[config.mk]
export PLATFORM = sky130hd
export DESIGN_NAME = plic_claim_master_flat
export DESIGN_NICKNAME = d
export VERILOG_FILES = /design/src/rtl/plic_claim_master_if.sv /design/src/rtl/plic_claim_master.sv /design/src/flat_wrapper.sv
export SDC_FILE = /design/constraint.sdc
export NUM_CORES = 1
export LEC_CHECK = 0
export ABC_AREA = 0
export BUFFER_PORTS_ARGS = -buffer_cell sky130_fd_sc_hd__buf_4
export CAP_MARGIN = 15
export CORE_AREA = 2 2 97 99
export CTS_CLUSTER_SIZE = 14
export DETAILED_ROUTE_END_ITERATION = 10
export DIE_AREA = 0 0 99 101
export HOLD_SLACK_MARGIN = 0.03
export PLACE_DENSITY = 0.82
export SETUP_SLACK_MARGIN = 0.1
export SYNTH_ARGS = -nofsm -noshare
export SYNTH_HDL_FRONTEND = slang
export SYNTH_SLANG_ARGS = --single-unit
[constraint.sdc]
create_clock -name clock -period 5.76 [get_ports clock]
set_clock_uncertainty 0.2 [all_clocks]
set_input_delay 0.288 -clock clock [delete_from_list [all_inputs] [get_ports clock]]
set_output_delay 0.288 -clock clock [all_outputs]
set_load 0.05 [all_outputs]
[src/rtl/plic_claim_master_if.sv]
// TileLink-UL A/D channel bundle between the claim master and the PLIC slave port.
interface plic_claim_master_if;
    localparam int unsigned ADDR_W = 28;
    localparam int unsigned SRC_W  = 11;
    localparam int unsigned DATA_W = 64;
    localparam int unsigned MASK_W = DATA_W / 8;

    logic              a_valid;
    logic              a_ready;
    logic [2:0]        a_opcode;
    logic [2:0]        a_param;
    logic [1:0]        a_size;
    logic [SRC_W-1:0]  a_source;
    logic [ADDR_W-1:0] a_address;
    logic [MASK_W-1:0] a_mask;
    logic [DATA_W-1:0] a_data;
    logic              a_corrupt;

    logic              d_valid;
    logic              d_ready;
    logic [2:0]        d_opcode;
    logic [1:0]        d_size;
    logic [SRC_W-1:0]  d_source;
    logic [DATA_W-1:0] d_data;

    modport master (
        output a_valid, a_opcode, a_param, a_size, a_source, a_address, a_mask, a_data, a_corrupt,
        input  a_ready,
        input  d_valid, d_opcode, d_size, d_source, d_data,
        output d_ready
    );

    modport slave (
        input  a_valid, a_opcode, a_param, a_size, a_source, a_address, a_mask, a_data, a_corrupt,
        output a_ready,
        output d_valid, d_opcode, d_size, d_source, d_data,
        input  d_ready
    );
endinterface

[src/rtl/plic_claim_master.sv]
// Claims a PLIC interrupt with a TL Get, hands the ID to a consumer, then completes it with a PutFullData.
module plic_claim_master #(
    parameter logic [27:0] CLAIM_ADDR = 28'h0200004,
    parameter logic [10:0] SOURCE_ID  = 11'd0
) (
    input  logic                      clock,
    input  logic                      reset,
    input  logic                      irq_in,
    plic_claim_master_if.master       tl,
    output logic                      svc_valid,
    input  logic                      svc_ready,
    output logic [31:0]               svc_id,
    output logic [7:0]                spurious_cnt,
    output logic                      proto_err
);
    localparam int unsigned ID_W      = 32;
    localparam int unsigned DATA_W    = 64;
    localparam int unsigned CNT_W     = 8;
    localparam logic [2:0]  OP_GET    = 3'd4;
    localparam logic [2:0]  OP_PUT    = 3'd0;
    localparam logic [2:0]  OP_ACKD   = 3'd1;
    localparam logic [2:0]  OP_ACK    = 3'd0;
    localparam logic        UPPER     = CLAIM_ADDR[2];

    typedef enum logic [2:0] {IDLE, CLAIM_A, CLAIM_D, SERVICE, COMP_A, COMP_D} state_e;

    state_e              state_q, state_d;
    logic                a_valid_q, a_valid_d;
    logic [2:0]          a_opcode_q, a_opcode_d;
    logic [DATA_W-1:0]   a_data_q, a_data_d;
    logic                d_ready_q, d_ready_d;
    logic                svc_valid_q, svc_valid_d;
    logic [ID_W-1:0]     svc_id_q, svc_id_d;
    logic [CNT_W-1:0]    spur_q, spur_d;
    logic                perr_q, perr_d;

    logic                a_hs, d_hs, svc_hs, d_src_ok;
    logic [ID_W-1:0]     d_lane;
    logic                unused_d;

    // Fields that never change between Get and Put.
    assign tl.a_param   = 3'd0;
    assign tl.a_size    = 2'd2;
    assign tl.a_source  = SOURCE_ID;
    assign tl.a_address = CLAIM_ADDR;
    assign tl.a_mask    = UPPER ? 8'hF0 : 8'h0F;
    assign tl.a_corrupt = 1'b0;

    assign tl.a_valid   = a_valid_q;
    assign tl.a_opcode  = a_opcode_q;
    assign tl.a_data    = a_data_q;
    assign tl.d_ready   = d_ready_q;
    assign svc_valid    = svc_valid_q;
    assign svc_id       = svc_id_q;
    assign spurious_cnt = spur_q;
    assign proto_err    = perr_q;

    assign unused_d = ^tl.d_size;

    // Next-state and registered-output computation.
    always_comb begin
        state_d  = state_q;
        svc_id_d = svc_id_q;
        spur_d   = spur_q;
        perr_d   = perr_q;

        a_hs     = a_valid_q && tl.a_ready;
        d_hs     = tl.d_valid && d_ready_q;
        svc_hs   = svc_valid_q && svc_ready;
        d_src_ok = (tl.d_source == SOURCE_ID);
        d_lane   = UPPER ? tl.d_data[63:32] : tl.d_data[31:0];

        case (state_q)
            IDLE:    if (irq_in) state_d = CLAIM_A;
            CLAIM_A: if (a_hs) state_d = CLAIM_D;
            CLAIM_D: begin
                if (d_hs) begin
                    if ((tl.d_opcode == OP_ACKD) && d_src_ok) begin
                        if (d_lane == '0) begin
                            if (spur_q != 8'hFF) spur_d = CNT_W'(spur_q + 8'd1);
                            state_d = IDLE;
                        end else begin
                            svc_id_d = d_lane;
                            state_d  = SERVICE;
                        end
                    end else begin
                        perr_d = 1'b1;
                    end
                end
            end
            SERVICE: if (svc_hs) state_d = COMP_A;
            COMP_A:  if (a_hs) state_d = COMP_D;
            COMP_D: begin
                if (d_hs) begin
                    if ((tl.d_opcode == OP_ACK) && d_src_ok) begin
                        svc_id_d = '0;
                        state_d  = IDLE;
                    end else begin
                        perr_d = 1'b1;
                    end
                end
            end
            default: state_d = IDLE;
        endcase

        a_valid_d   = (state_d == CLAIM_A) || (state_d == COMP_A);
        a_opcode_d  = (state_d == COMP_A) ? OP_PUT : OP_GET;
        if (state_d == COMP_A)
            a_data_d = UPPER ? {svc_id_d, 32'h0} : {32'h0, svc_id_d};
        else
            a_data_d = '0;
        d_ready_d   = (state_d == CLAIM_D) || (state_d == COMP_D);
        svc_valid_d = (state_d == SERVICE);
    end

    // State and output registers.
    always_ff @(posedge clock or posedge reset) begin
        if (reset) begin
            state_q     <= IDLE;
            a_valid_q   <= 1'b0;
            a_opcode_q  <= OP_GET;
            a_data_q    <= '0;
            d_ready_q   <= 1'b0;
            svc_valid_q <= 1'b0;
            svc_id_q    <= '0;
            spur_q      <= '0;
            perr_q      <= 1'b0;
        end else begin
            state_q     <= state_d;
            a_valid_q   <= a_valid_d;
            a_opcode_q  <= a_opcode_d;
            a_data_q    <= a_data_d;
            d_ready_q   <= d_ready_d;
            svc_valid_q <= svc_valid_d;
            svc_id_q    <= svc_id_d;
            spur_q      <= spur_d;
            perr_q      <= perr_d;
        end
    end
endmodule

[src/flat_wrapper.sv]
// flat-port wrapper written by rule: the top's interface ports become plain ports
module plic_claim_master_flat 
#(
    parameter logic [27:0] CLAIM_ADDR = 28'h0200004,
    parameter logic [10:0] SOURCE_ID  = 11'd0
)
  (clock, reset, irq_in, svc_valid, svc_ready, svc_id, spurious_cnt, proto_err, tl_a_valid, tl_a_opcode, tl_a_param, tl_a_size, tl_a_source, tl_a_address, tl_a_mask, tl_a_data, tl_a_corrupt, tl_a_ready, tl_d_valid, tl_d_opcode, tl_d_size, tl_d_source, tl_d_data, tl_d_ready);
  plic_claim_master_if tl_i ();
  input  logic clock;
  input  logic reset;
  input  logic irq_in;
  output logic svc_valid;
  input  logic svc_ready;
  output logic [31:0] svc_id;
  output logic [7:0] spurious_cnt;
  output logic proto_err;
  output wire logic [$bits(tl_i.a_valid)-1:0] tl_a_valid;
  output wire logic [$bits(tl_i.a_opcode)-1:0] tl_a_opcode;
  output wire logic [$bits(tl_i.a_param)-1:0] tl_a_param;
  output wire logic [$bits(tl_i.a_size)-1:0] tl_a_size;
  output wire logic [$bits(tl_i.a_source)-1:0] tl_a_source;
  output wire logic [$bits(tl_i.a_address)-1:0] tl_a_address;
  output wire logic [$bits(tl_i.a_mask)-1:0] tl_a_mask;
  output wire logic [$bits(tl_i.a_data)-1:0] tl_a_data;
  output wire logic [$bits(tl_i.a_corrupt)-1:0] tl_a_corrupt;
  input wire logic [$bits(tl_i.a_ready)-1:0] tl_a_ready;
  input wire logic [$bits(tl_i.d_valid)-1:0] tl_d_valid;
  input wire logic [$bits(tl_i.d_opcode)-1:0] tl_d_opcode;
  input wire logic [$bits(tl_i.d_size)-1:0] tl_d_size;
  input wire logic [$bits(tl_i.d_source)-1:0] tl_d_source;
  input wire logic [$bits(tl_i.d_data)-1:0] tl_d_data;
  output wire logic [$bits(tl_i.d_ready)-1:0] tl_d_ready;
  assign tl_a_valid = tl_i.a_valid;
  assign tl_a_opcode = tl_i.a_opcode;
  assign tl_a_param = tl_i.a_param;
  assign tl_a_size = tl_i.a_size;
  assign tl_a_source = tl_i.a_source;
  assign tl_a_address = tl_i.a_address;
  assign tl_a_mask = tl_i.a_mask;
  assign tl_a_data = tl_i.a_data;
  assign tl_a_corrupt = tl_i.a_corrupt;
  assign tl_i.a_ready = tl_a_ready;
  assign tl_i.d_valid = tl_d_valid;
  assign tl_i.d_opcode = tl_d_opcode;
  assign tl_i.d_size = tl_d_size;
  assign tl_i.d_source = tl_d_source;
  assign tl_i.d_data = tl_d_data;
  assign tl_d_ready = tl_i.d_ready;
  plic_claim_master #(.CLAIM_ADDR(CLAIM_ADDR), .SOURCE_ID(SOURCE_ID)) u_core (.clock(clock), .reset(reset), .irq_in(irq_in), .tl(tl_i), .svc_valid(svc_valid), .svc_ready(svc_ready), .svc_id(svc_id), .spurious_cnt(spurious_cnt), .proto_err(proto_err));
endmodule
==> flow_metrics.py <==
metrics = {
    "logic_synthesis": {
        "synth_compound_area_share_pct": 2.42,
        "ys_ff_latch": 80,
        "synth.distinct_cells": 41,
        "yosys.area_share.adder_pct": 0.319,
        "synthArstFlopShare_pct": 100,
        "synth-edff-count": 0,
        "synthFlopType": "dfrtp_1",
        "synth_cells": 354,
        "synth-xor-area-share_pct": 1.56,
        "synth.avg_cell_area_um2": 11.1,
        "synth_top_family_by_area": "buffers and inverters",
        "yosysSeqAreaShare_pct": 51.1,
        "synth.cell_area_um2": 3920,
        "yosys.area_share.simple_pct": 15.8,
        "synth.mux.area_fraction_pct": 8.84,
        "ys.warnings.count": 0,
    },
    "detailed_routing": {
        "drc_errors": 0,
        "num_vias": 2757,
        "dr.pass1.iters": 4,
        "wire_per_inst_um": 14.7,
        "ant_nets": 0,
        "wl_mm": 8.90,
        "via_per_inst": 4.55,
        "initialDrtViolationCount": 57,
    },
    "place": {
        "gp_congestion": 0.835,
        "placed_cell_area_um2": 4600,
        "hpwl_mm": 6.18,
        "pre_cts_ws_ns": 2.65,
        "port_buffers": 128,
        "dp.cells": 579,
    },
    "grt": {
        "grt_first_pass_wirelength_mm": 13.6,
        "antenna_found_initial": 0,
        "grt_max_degree": 81,
        "grt_pass1_vias": 2683,
        "grt.total_usage_pct": 17.5,
        "gr-total-overflow": 0,
    },
    "critical_path": {
        "reg2reg_slack_ns": 2.67,
        "reg2reg_to": "u_core.tl.d_ready$_DFF_PP0_",
        "crit_arrival_ns": 3.11,
        "rr_startpoint": "u_core.state_q[1]$_DFF_PP0_",
        "worstSetupEndpointType": "flop",
        "worstPathRequired_ns": 5.78,
        "critPathMaxFanout": 34,
        "ff2ff_path_depth": 5,
        "worstSetupPathType": "reg -> reg",
        "crit_path_start_kind": "flop",
    },
    "timing": {
        "period_share_pct": 53.7,
        "setup_violations": 0,
        "max_freq_mhz": 324,
        "slew_violations": 0,
        "rsz0062_at_grt": "no",
        "tightest_slew_ns": 1.09,
        "hold_ws_ns": 0.0536,
        "relSlewSlack_pct": 27.0,
        "tns_ns": 0,
        "hold_viol_final": 0,
        "setup_slack_ns": 2.67,
        "fin_crit_ns": 3.09,
    },
    "floorplanning": {
        "fp.dieArea_um2": 10000,
        "dieWidth_um": 99,
        "core_area_um2": 8980,
        "die_h_um": 101,
        "pin_count": 250,
        "rows": 35,
        "start_util_pct": 43.7,
    },
    "final_layout": {
        "postLayoutCoreUtil_pct": 54.5,
        "final_cell_count_no_fill": 606,
        "n_antenna_cell": 0,
        "multi_input_area_um2": 1470,
        "drive_gt1_share_pct": 37.6,
        "layout_commonest_cell": "buf_4",
        "fillers": 803,
        "final_cell_mix": "130 x buf_4, 87 x conb_1, 79 x dfrtp_1",
        "postLayoutCellArea_um2": 4900,
        "seqCellArea_um2": 2000,
        "area_growth_pct": 24.8,
        "nets": 577,
    },
    "power": {
        "p_leak_nw": 2.54,
        "power_density_nw_per_um2": 275,
        "ir_drop_mv": 0.132,
        "power_mw": 1.35,
    },
    "cts": {
        "post_cts_buffers": 0,
        "cts.clk_slew.worst_paths_ns": 0.09,
        "clock-sinks": 80,
        "cts_tree": "done",
        "cts_max_level": 3,
        "clock_path_buffers": 2,
        "cts_root_buffer": "clkbuf_8",
        "cts-buffers-inserted": 9,
        "clk-insertion-delay-late_ns": 0.34,
    },
    "outcome": {
        "status": "finished clean",
    },
    "min_path": {
        "hold_class": "in -> async",
    },
    "flow_run": {
        "cap_violations": 0,
    },
}
[per-layer routing]
layer  vias to the layer above  wire length, µm  global-route usage, %
li1                       1265                -                      -
met5                         -                0                      0
met2                       142             4630                   29.9
met1                      1340             3380                   20.8
met3                        10              799                   5.13
met4                         0               90                   6.85
[state kept, by name, indices dropped and copies added, names as in the netlist]
name,flops
u_core.svc_valid,1
u_core.tl.d_ready,1
u_core.proto_err,1
u_core.state_q,3
u_core.spurious_cnt,8
u_core.tl.a_opcode,1
u_core.svc_id,32
u_core.tl.a_valid,1
u_core.tl.a_data,32
[worst max-delay path by stage]
stage	startpoint	endpoint	slack, ns	cells after the start
6_report	u_core.state_q[1]$_DFF_PP0_	u_core.tl.d_ready$_DFF_PP0_	2.67	5
3_5_place_dp	tl_d_opcode[1]	u_core.tl.d_ready$_DFF_PP0_	2.65	7
3_3_place_gp	tl_d_opcode[1]	u_core.tl.d_ready$_DFF_PP0_	2.69	7
2_1_floorplan	reset	u_core.proto_err$_DFFE_PP0P_	3.22	1
4_1_cts	tl_d_data[49]	u_core.tl.d_ready$_DFF_PP0_	2.68	8
5_1_grt	u_core.state_q[1]$_DFF_PP0_	u_core.tl.d_ready$_DFF_PP0_	2.49	5
[where the power goes]
group / internal [mW] / leakage (nW) / switching [mW]
Sequential: 0.585 / 1.10 / 0.0303
Combinational: 0.0991 / 1.35 / 0.273
Clock: 0.158 / 0.0866 / 0.203
[cells in the mapped netlist, types with 2 or more instances]
| master | count | area [µm²] |
|---|---|---|
| mux2i_1 | 32 | 320 |
| nor4_2 | 2 | 25.0 |
| conb_1 | 2 | 7.51 |
| dfrtp_1 | 79 | 1980 |
| clkbuf_1 | 3 | 11.3 |
| inv_1 | 3 | 11.3 |
| nand2_1 | 7 | 26.3 |
| nor4_1 | 8 | 50.1 |
| nor3_1 | 2 | 10.0 |
| nor2_2 | 27 | 169 |
| buf_4 | 90 | 676 |
| and3_1 | 2 | 12.5 |
| nor2_1 | 44 | 165 |
| nand4_1 | 10 | 62.6 |
| o21ai_0 | 3 | 15.0 |
| xnor2_1 | 6 | 52.6 |
| buf_6 | 6 | 67.6 |
| o41ai_1 | 2 | 17.5 |
| nand3_1 | 4 | 20.0 |
[final cells by class]
type | instances | area share, %
clock buffers | 10 | 2.61
clock inverters | 6 | 0.894
inverters | 3 | 0.256
multi-input cells | 255 | 30.0
flip-flops and latches | 80 | 40.9
well taps | 111 | 2.84
repair buffers | 141 | 22.5
[worst max-delay path: stages, from the launching register on]
cell      delay [ns]
dfrtp_1         0.48
inv_1           0.13
nor3_1          0.46
and4b_2         1.06
nand3b_2        0.29
mux2_4          0.30
[cells by family (layout without fill, tap and decap cells)]
kind of cell | Yosys count | after routing
other cells | 2 | 87
fa+ha+maj | 1 | 1
buf+inv | 104 | 160
xor+xnor | 7 | 7
flops | 80 | 80
simple gates | 115 | 115
compound gates | 11 | 11
mux | 34 | 34
[what timing repair did]
action                    CTS  global route
hold endpoints to repair   11             0
resized for setup           0             0
hold buffers               10             0
Power figures use the tool's default switching activity.
